<file path="src/rtl/ansi_key_encoder.sv">
// Key-event FIFO plus CSI sequence emitter: ASCII passes through, special keys become ESC [ sequences.
// Optional build macro CRLF_EN: key 0x0D emits 0D 0A instead of 0D alone.
`timescale 1ns/1ps
module ansi_key_encoder #(
  parameter int unsigned KEY_FIFO_DEPTH = 8
) (
  input  logic       clk100,
  input  logic       rst_n,
  input  logic       key_valid,
  input  logic [7:0] key_code,
  output logic       key_ready,
  output logic [7:0] tx_data,
  output logic       tx_valid,
  input  logic       tx_ready,
  output logic       bad_code
);

  localparam int unsigned AW = $clog2(KEY_FIFO_DEPTH);

  typedef enum logic {S_IDLE, S_SEND} state_t;

  logic [7:0]      mem_q [KEY_FIFO_DEPTH];
  logic [AW:0]     wr_ptr_q, wr_ptr_d;
  logic [AW:0]     rd_ptr_q, rd_ptr_d;
  logic            key_ready_q, key_ready_d;
  logic            push, pop, fifo_empty;
  logic [7:0]      head;

  state_t          state_q, state_d;
  logic [3:0][7:0] seq_q, seq_d;
  logic [1:0]      idx_q, idx_d;
  logic [1:0]      last_q, last_d;
  logic [7:0]      tx_data_q, tx_data_d;
  logic            tx_valid_q, tx_valid_d;
  logic            bad_code_q, bad_code_d;

  logic            enc_ok;
  logic [3:0][7:0] enc_seq;
  logic [1:0]      enc_last;

  assign fifo_empty = (wr_ptr_q == rd_ptr_q);
  assign head       = mem_q[rd_ptr_q[AW-1:0]];
  assign push       = key_valid & key_ready_q;
  assign pop        = (state_q == S_IDLE) & ~fifo_empty;

  always_comb begin
    wr_ptr_d    = wr_ptr_q + {{AW{1'b0}}, push};
    rd_ptr_d    = rd_ptr_q + {{AW{1'b0}}, pop};
    // key_ready is a flop, so it is computed from the post-edge pointers
    key_ready_d = !((wr_ptr_d[AW] != rd_ptr_d[AW]) &&
                    (wr_ptr_d[AW-1:0] == rd_ptr_d[AW-1:0]));
  end

  always_ff @(posedge clk100) begin
    if (push) mem_q[wr_ptr_q[AW-1:0]] <= key_code;
  end

  always_comb begin
    enc_ok     = 1'b1;
    enc_seq    = '0;
    enc_last   = '0;
    enc_seq[0] = head;
    if (!head[7]) begin
`ifdef CRLF_EN
      if (head == 8'h0D) begin
        enc_seq[1] = 8'h0A;
        enc_last   = 2'd1;
      end
`endif
    end else begin
      enc_seq[0] = 8'h1B;
      enc_seq[1] = 8'h5B;
      enc_last   = 2'd2;
      case (head)
        8'h80: enc_seq[2] = 8'h41;
        8'h81: enc_seq[2] = 8'h42;
        8'h82: enc_seq[2] = 8'h43;
        8'h83: enc_seq[2] = 8'h44;
        8'h84: enc_seq[2] = 8'h48;
        8'h85: enc_seq[2] = 8'h46;
        8'h86: begin enc_seq[2] = 8'h33; enc_seq[3] = 8'h7E; enc_last = 2'd3; end
        8'h87: begin enc_seq[2] = 8'h35; enc_seq[3] = 8'h7E; enc_last = 2'd3; end
        8'h88: begin enc_seq[2] = 8'h36; enc_seq[3] = 8'h7E; enc_last = 2'd3; end
        8'h89: begin enc_seq[2] = 8'h32; enc_seq[3] = 8'h7E; enc_last = 2'd3; end
        default: enc_ok = 1'b0;
      endcase
    end
  end

  always_comb begin
    state_d    = state_q;
    seq_d      = seq_q;
    idx_d      = idx_q;
    last_d     = last_q;
    tx_data_d  = tx_data_q;
    tx_valid_d = tx_valid_q;
    bad_code_d = 1'b0;
    case (state_q)
      S_IDLE: begin
        if (!fifo_empty) begin
          if (enc_ok) begin
            seq_d      = enc_seq;
            last_d     = enc_last;
            idx_d      = '0;
            tx_data_d  = enc_seq[0];
            tx_valid_d = 1'b1;
            state_d    = S_SEND;
          end else begin
            bad_code_d = 1'b1;
          end
        end
      end
      S_SEND: begin
        if (tx_ready) begin
          if (idx_q == last_q) begin
            tx_valid_d = 1'b0;
            state_d    = S_IDLE;
          end else begin
            idx_d     = idx_q + 2'd1;
            tx_data_d = seq_q[idx_q + 2'd1];
          end
        end
      end
      default: state_d = S_IDLE;
    endcase
  end

  always_ff @(posedge clk100 or negedge rst_n) begin
    if (!rst_n) begin
      wr_ptr_q    <= '0;
      rd_ptr_q    <= '0;
      key_ready_q <= 1'b1;
      state_q     <= S_IDLE;
      seq_q       <= '0;
      idx_q       <= '0;
      last_q      <= '0;
      tx_data_q   <= '0;
      tx_valid_q  <= 1'b0;
      bad_code_q  <= 1'b0;
    end else begin
      wr_ptr_q    <= wr_ptr_d;
      rd_ptr_q    <= rd_ptr_d;
      key_ready_q <= key_ready_d;
      state_q     <= state_d;
      seq_q       <= seq_d;
      idx_q       <= idx_d;
      last_q      <= last_d;
      tx_data_q   <= tx_data_d;
      tx_valid_q  <= tx_valid_d;
      bad_code_q  <= bad_code_d;
    end
  end

  assign key_ready = key_ready_q;
  assign tx_data   = tx_data_q;
  assign tx_valid  = tx_valid_q;
  assign bad_code  = bad_code_q;

endmodule
</file>
<file path="config.mk">
export PLATFORM = sky130hd
export DESIGN_NAME = ansi_key_encoder
export DESIGN_NICKNAME = d
export VERILOG_FILES = /design/src/rtl/ansi_key_encoder.sv
export SDC_FILE = /design/constraint.sdc
export NUM_CORES = 1
export LEC_CHECK = 0
export BUFFER_PORTS_ARGS = -buffer_cell sky130_fd_sc_hd__buf_4
export CELL_PAD_IN_SITES_DETAIL_PLACEMENT = 0
export CELL_PAD_IN_SITES_GLOBAL_PLACEMENT = 1
export CORE_ASPECT_RATIO = 1.4
export CORE_MARGIN = 5
export CORE_UTILIZATION = 45
export CTS_BUF_LIST = sky130_fd_sc_hd__clkbuf_8
export CTS_CLUSTER_SIZE = 28
export DETAILED_ROUTE_END_ITERATION = 10
export GPL_TIMING_DRIVEN = 0
export PLACE_DENSITY = 0.84
export SYNTH_ARGS = -nofsm -noshare
export SYNTH_HDL_FRONTEND = slang
export SYNTH_SLANG_ARGS = --single-unit
</file>
<file path="constraint.sdc">
create_clock -name clk100 -period 2.9 [get_ports clk100]
set_input_delay 0.435 -clock clk100 [delete_from_list [all_inputs] [get_ports clk100]]
set_output_delay 0.435 -clock clk100 [all_outputs]
set_load 0.05 [all_outputs]
</file>
==> results.sh, run 1 <==
export IMPL_grt_pass1_vias=2973
export IMPL_critical_path_slowest_cell="or4_1"
export IMPL_firstDrtPassIters=4
export IMPL_outcome="complete, but fails checks"
export IMPL_fin_hold_ws_ns=-0.00145
export IMPL_synth_area_leaders="edfxtp_1 41%, dfrtp_1 18%, mux4_2 6.3%"
export IMPL_timing_final_crit_share_pct=94.9
export IMPL_maxCapViolCount=0
export IMPL_final_cell_area_um2=5180
export IMPL_clk_latency_ns=0.37
export IMPL_first_iter_violations=171
export IMPL_syn_inst=339
export IMPL_final_util_pct=51.8
export IMPL_synth_ff_type="edfxtp_1"
export IMPL_violations="negative hold slack"
export IMPL_placed_area_um2=4980
export IMPL_cp_max_fo=10
export IMPL_layout_commonest_cell="edfxtp_1"
export IMPL_io_pins=23
export IMPL_post_place_ws_ns=-0.194
export IMPL_syn_avg_cell_area_um2=13.7
export IMPL_crit_path_cell_trace="buf_2 -> clkbuf_4 -> xnor2_1 -> a41o_1 -> clkinv_2 -> ha_1 -> ha_1 -> xor2_1 -> xor2_1 -> or4_1"
export IMPL_dieHeight_um=130
export IMPL_cts_buffers=9
export IMPL_nets=389
export IMPL_htreeDepth=3
export IMPL_viasPerCell=5.60
export IMPL_grt_first_pass_wirelength_mm=15.6
export IMPL_slowest_delay_ns=0.52
export IMPL_cts_sinks=99
export IMPL_crit_family="buffers and inverters"
export IMPL_hold_violations=1
export IMPL_synth_top_area_share_pct=41.5
export IMPL_start_util_pct=46.3
export IMPL_p_leak_uw=0.00195
export IMPL_grt_max_degree=36
export IMPL_synth_edf_count=64
export IMPL_gp_congestion=0.848
export IMPL_yosysTopAreaCell="edfxtp_1"
export IMPL_crit_arrival_ns=3.05
export IMPL_post_route_drc_count=0
export IMPL_fin_ws_ns=0.148
export IMPL_worstSetupPathType="reg -> reg"
export IMPL_finalSetupViolCount=0
export IMPL_worstMarginPinSlew_ns=0.975
export IMPL_peakVddDrop_uv=478
export IMPL_cts_tree="done"
export IMPL_fmax_mhz=363
export IMPL_dp_hpwl_mm=7.01
export IMPL_critPathBufInv=3
export IMPL_synth_seq_cells=99
export IMPL_synthArstFlopShare_pct=35.4
export IMPL_relSlewSlack_pct=34.8
export IMPL_track_usage_pct=17.0
export IMPL_hold_class="in -> async"
export IMPL_critPathLaunchType="flop"
export IMPL_wl_per_cell_um=19.0
export IMPL_cts_root_buf="clkbuf_8"
export IMPL_design_core_area_um2=10000
export IMPL_grt_antenna_before_repair=0
export IMPL_die_width_um=95.8
export IMPL_synth_distinct_cells=54
export IMPL_dr_total_vias=2872
export IMPL_slew_viol_final=0
export IMPL_crit_required_ns=3.19
export IMPL_cp_end_kind="flop"
export IMPL_ys_seq_area_share_pct=60.4
export IMPL_portBuffers=21
export IMPL_drive_above_1_share_pct=22.8
export IMPL_period_needed_ns=2.75
export IMPL_syn_cell_area_um2=4630
export IMPL_cts_buffer_depth=2
export IMPL_postCtsHoldBufs=0
export IMPL_yosys_warnings=0
export IMPL_final_setup_skew_ns=0.00714
export IMPL_power_density_nw_per_um2=1170
export IMPL_rows=43
export IMPL_rsz0062_at_grt="false"
export IMPL_final_cell_mix="64 x edfxtp_1, 33 x dfrtp_1, 32 x nand2_1"
export IMPL_cts_clk_slew_worst_paths_ns=0.09
export IMPL_grt_overflow=0
export IMPL_n_antenna_cell=0
export IMPL_synth_nets=355
export IMPL_detail_route_antenna_nets=0
export IMPL_die_area_um2=12500
export IMPL_areaGrowthSynthToFinish_pct=11.7
export IMPL_wirelength_mm=9.74
## Yosys cell counts, types with 8 or more instances
cell type,number
a21oi_1,8
mux2_2,9
dfrtp_1,34
edfxtp_1,64
xnor2_1,12
nand2_1,32
mux4_2,13
nor3_1,8
nor2_1,16
mux2i_1,20
nand3_1,15
## sequential cells by signal, indices dropped and copies added, names as in the netlist
signal and count:
state_q 1, key_ready 1, mem_q 64, tx_data 7, bad_code 1, rd_ptr_q 4, tx_valid 1, last_q 1
seq_q 13, idx_q 2, wr_ptr_q 4
## kinds of logic after synthesis
group / synth area share (%)
compound gates: 8.72
xor+xnor: 3.40
buf+inv: 2.59
simple gates: 10.9
flops: 60.4
mux: 12.8
fa+ha+maj: 1.08
other cells: 0.0809
## layer usage
metal  routed length [µm]  track usage [%]
met1                 3900             19.8
met2                 5140             29.4
met3                  361             3.46
met4                  344             8.63
met5                    0                0
## report_power, final
| group | leakage [µW] | switching [µW] | total, µW | internal [µW] |
|---|---|---|---|---|
| sequential | 0.00101 | 205 | 2080 | 1870 |
| clock | 0.0000871 | 486 | 795 | 310 |
| combinational | 0.000853 | 1890 | 3160 | 1270 |
## final timing paths
kind	startpoint	end	slack (ns)	cells past startpoint
worst max-delay path	rd_ptr_q[2]	key_ready	0.15	10
worst min-delay path	rst_n	wr_ptr_q[1]	-0.001	1
worst max register to register	rd_ptr_q[2]	key_ready	0.15	10
worst min register to register	tx_valid	tx_valid	0.49	1
max in group asynchronous	rst_n	key_ready	2.57	1
min in group clk100	key_code[0]	mem_q[2][0]	0.29	1
## repair_timing
| action | in CTS | in global routing |
|---|---|---|
| gates resized for setup | 3 | 7 |
| pin swaps | 0 | 1 |
| buffers inserted | 0 | 2 |
| endpoints found under the setup margin | 2 | 9 |
| endpoints found under the hold margin | 0 | 0 |
## through the flow
stage,total power [µW],setup TNS (ns),cells
final,6040,0,513
after global routing,6440,0,513
after CTS,6030,0,511
after detailed placement,5240,-0.213,495
after global placement,5160,-0.180,495
after floorplan,4440,0,339
## worst reg2reg max path: cells and delay by family (launching register included)
family | cells | cell delay, ns
adder cells (fa/ha/maj) | 2 | 0.44
XOR/XNOR | 3 | 0.45
flip-flops | 1 | 0.32
buffers and inverters | 3 | 0.71
AND/OR/NAND/NOR | 1 | 0.52
AO/OA/AOI/OAI | 1 | 0.23
## layout make-up
cell class | count | area (µm²)
Multi-Input combinational cell | 216 | 1740
Timing Repair Buffer | 23 | 173
Fill cell | 898 | 4830
Inverter | 6 | 23.8
Buffer | 18 | 110
Tap cell | 135 | 169
Clock inverter | 7 | 43.8
Clock buffer | 9 | 124
Sequential cell | 99 | 2800
Power figures use the tool's default switching activity.
==> inputs of run 2 (changes only) <==
- BUFFER_PORTS_ARGS: -buffer_cell sky130_fd_sc_hd__buf_4 -> -buffer_cell sky130_fd_sc_hd__buf_2
- HOLD_SLACK_MARGIN: not set -> 0.06
==> run 2 against run 1 <==
  * Sequential share of layout area up 0.45 points
  * The flow now finishes without violations
  * Sequential power about the same
  * Total power about the same
  * Die area unchanged
  * Worst setup slack worse by 0.0069 ns
  * Non-clock buffer count unchanged
  * Clock skew up 0.0016 ns
  * Combinational power down 1%
  * Maximum frequency down 0.25%
==> results.sh, run 2 (same netlist as run 1, synthesis figures left out) <==
export IMPL_outcome="completed"
export IMPL_fmax_mhz=362
export IMPL_hold_class="in -> async"
export IMPL_r2r_cells=10
export IMPL_layout_commonest_cell="edfxtp_1"
export IMPL_relSlewSlack_pct=35.5
export IMPL_design_core_area_um2=10000
export IMPL_reg2reg_setup_slack_ns=0.14
export IMPL_period_needed_ns=2.76
export IMPL_largest_reg_flops=64
export IMPL_final_cell_mix="64 x edfxtp_1, 33 x dfrtp_1, 32 x nand2_1"
export IMPL_rows=43
export IMPL_dp_hpwl_mm=7.03
export IMPL_n_antenna_cell=0
export IMPL_worstSetupPathType="reg -> reg"
export IMPL_maxCapViolCount=0
export IMPL_hold_violations=0
export IMPL_first_iter_violations=154
export IMPL_clk_latency_ns=0.38
export IMPL_grt_pass1_vias=2896
export IMPL_crit_arrival_ns=3.05
export IMPL_r2r_start="rd_ptr_q[1]"
export IMPL_slowest_delay_ns=0.52
export IMPL_die_width_um=95.8
export IMPL_dr_total_vias=2841
export IMPL_timing_final_crit_share_pct=95.1
export IMPL_placed_area_um2=4930
export IMPL_critical_path_slowest_cell="or4_1"
export IMPL_io_pins=23
export IMPL_crit_path_cell_trace="buf_4 -> buf_4 -> xnor2_1 -> a41o_1 -> clkinv_2 -> ha_1 -> ha_1 -> xor2_1 -> xor2_1 -> or4_1"
export IMPL_final_setup_skew_ns=0.00875
export IMPL_grt_max_degree=36
export IMPL_postCtsHoldBufs=0
export IMPL_fin_ws_ns=0.141
export IMPL_worstMarginPinSlew_ns=0.964
export IMPL_cts_sinks=99
export IMPL_wl_per_cell_um=19.0
export IMPL_dieHeight_um=130
export IMPL_crit_required_ns=3.20
export IMPL_start_util_pct=46.3
export IMPL_drive_above_1_share_pct=22.8
export IMPL_grt_first_pass_wirelength_mm=15.6
export IMPL_finalSetupTns_ns=0
export IMPL_post_place_ws_ns=-0.172
export IMPL_die_area_um2=12500
export IMPL_final_cell_area_um2=5140
export IMPL_htreeDepth=3
export IMPL_post_route_drc_count=0
export IMPL_portBuffers=21
export IMPL_cts_buffers=9
export IMPL_track_usage_pct=16.8
export IMPL_cts_clk_slew_worst_paths_ns=0.10
export IMPL_power_density_nw_per_um2=1180
export IMPL_cp_max_fo=10
export IMPL_finalSetupViolCount=0
export IMPL_critPathLaunchType="flop"
export IMPL_p_leak_uw=0.00193
export IMPL_detail_route_antenna_nets=0
export IMPL_cts_buffer_depth=2
export IMPL_cts_root_buf="clkbuf_8"
export IMPL_peakVddDrop_uv=481
export IMPL_nets=389
export IMPL_wirelength_mm=9.76
export IMPL_rsz0062_at_grt="false"
export IMPL_viasPerCell=5.54
export IMPL_grt_overflow=0
export IMPL_grt_antenna_before_repair=0
export IMPL_gp_congestion=0.828
export IMPL_cts_tree="done"
export IMPL_slew_viol_final=0
export IMPL_worstReg2RegEnd="key_ready"
export IMPL_areaGrowthSynthToFinish_pct=10.8
export IMPL_cp_end_kind="flop"
export IMPL_firstDrtPassIters=4
==> run 2: cell types whose count changed in the layout (fill, tap and decap cells not counted), sizes merged <==
cell,before,now
clkinv,3,4
clkinvlp,2,1
==> run 2: timing repair <==
item / in CTS / in global routing
buffers inserted: 0 / 1
pin swaps: 0 / 1
endpoints found under the setup margin: 3 / 15
gates resized for setup: 3 / 7
endpoints found under the hold margin: 0 / 0
==> run 2: worst max-delay path by stage <==
stage	endpoint	startpoint	cells past startpoint	slack, ns
after floorplan	key_ready	rd_ptr_q[1]	10	0.23
after global placement	key_ready	rd_ptr_q[1]	10	-0.16
after detailed placement	key_ready	rd_ptr_q[1]	10	-0.17
after CTS	tx_data[0]	rd_ptr_q[2]	9	0.04
after global routing	idx_q[0]	rd_ptr_q[0]	9	0.006
final	key_ready	rd_ptr_q[1]	10	0.14
==> run 2: power breakdown <==
group	leakage [µW]	switching, µW	total [µW]	internal, µW
registers	0.00101	204	2080	1870
logic	0.000833	1900	3120	1220
clock network	0.0000913	514	841	327
==> run 2: final cells by class <==
type	count	area (µm²)
Timing Repair Buffer	23	118
Clock buffer	9	124
Multi-Input combinational cell	216	1740
Fill cell	889	4870
Tap cell	135	169
Sequential cell	99	2800
Inverter	6	23.8
Clock inverter	7	60.1
Buffer	18	106
==> run 2: stage by stage <==
stage                     instances  hold WS, ns  power, µW  util [%]
after global placement          495        0.461       5120      49.0
final                           513        0.129       6040      51.3
after CTS                       512        0.146       6040      51.1
after detailed placement        496        0.464       5210      49.2
after global routing            513        0.199       6420      51.3
after floorplan                 339        0.139       4440         -
==> run 2: layer usage <==
metal | share of wire, % | GRT usage (%)
met3 | 3.1 | 3.29
met4 | 2.3 | 7.54
met5 | 0 | 0
met2 | 53 | 28.3
met1 | 42 | 20.9
==> run 2: worst max-delay path, delay by kind of cell, from the launching register on <==
kind | cells | cell delay [ns]
AOI/OAI and AO/OA | 1 | 0.22
xor gates and xnor gates | 3 | 0.48
DFF | 1 | 0.46
and+or+nand+nor | 1 | 0.52
adders and majority gates | 2 | 0.43
buffers and inverters | 3 | 0.57
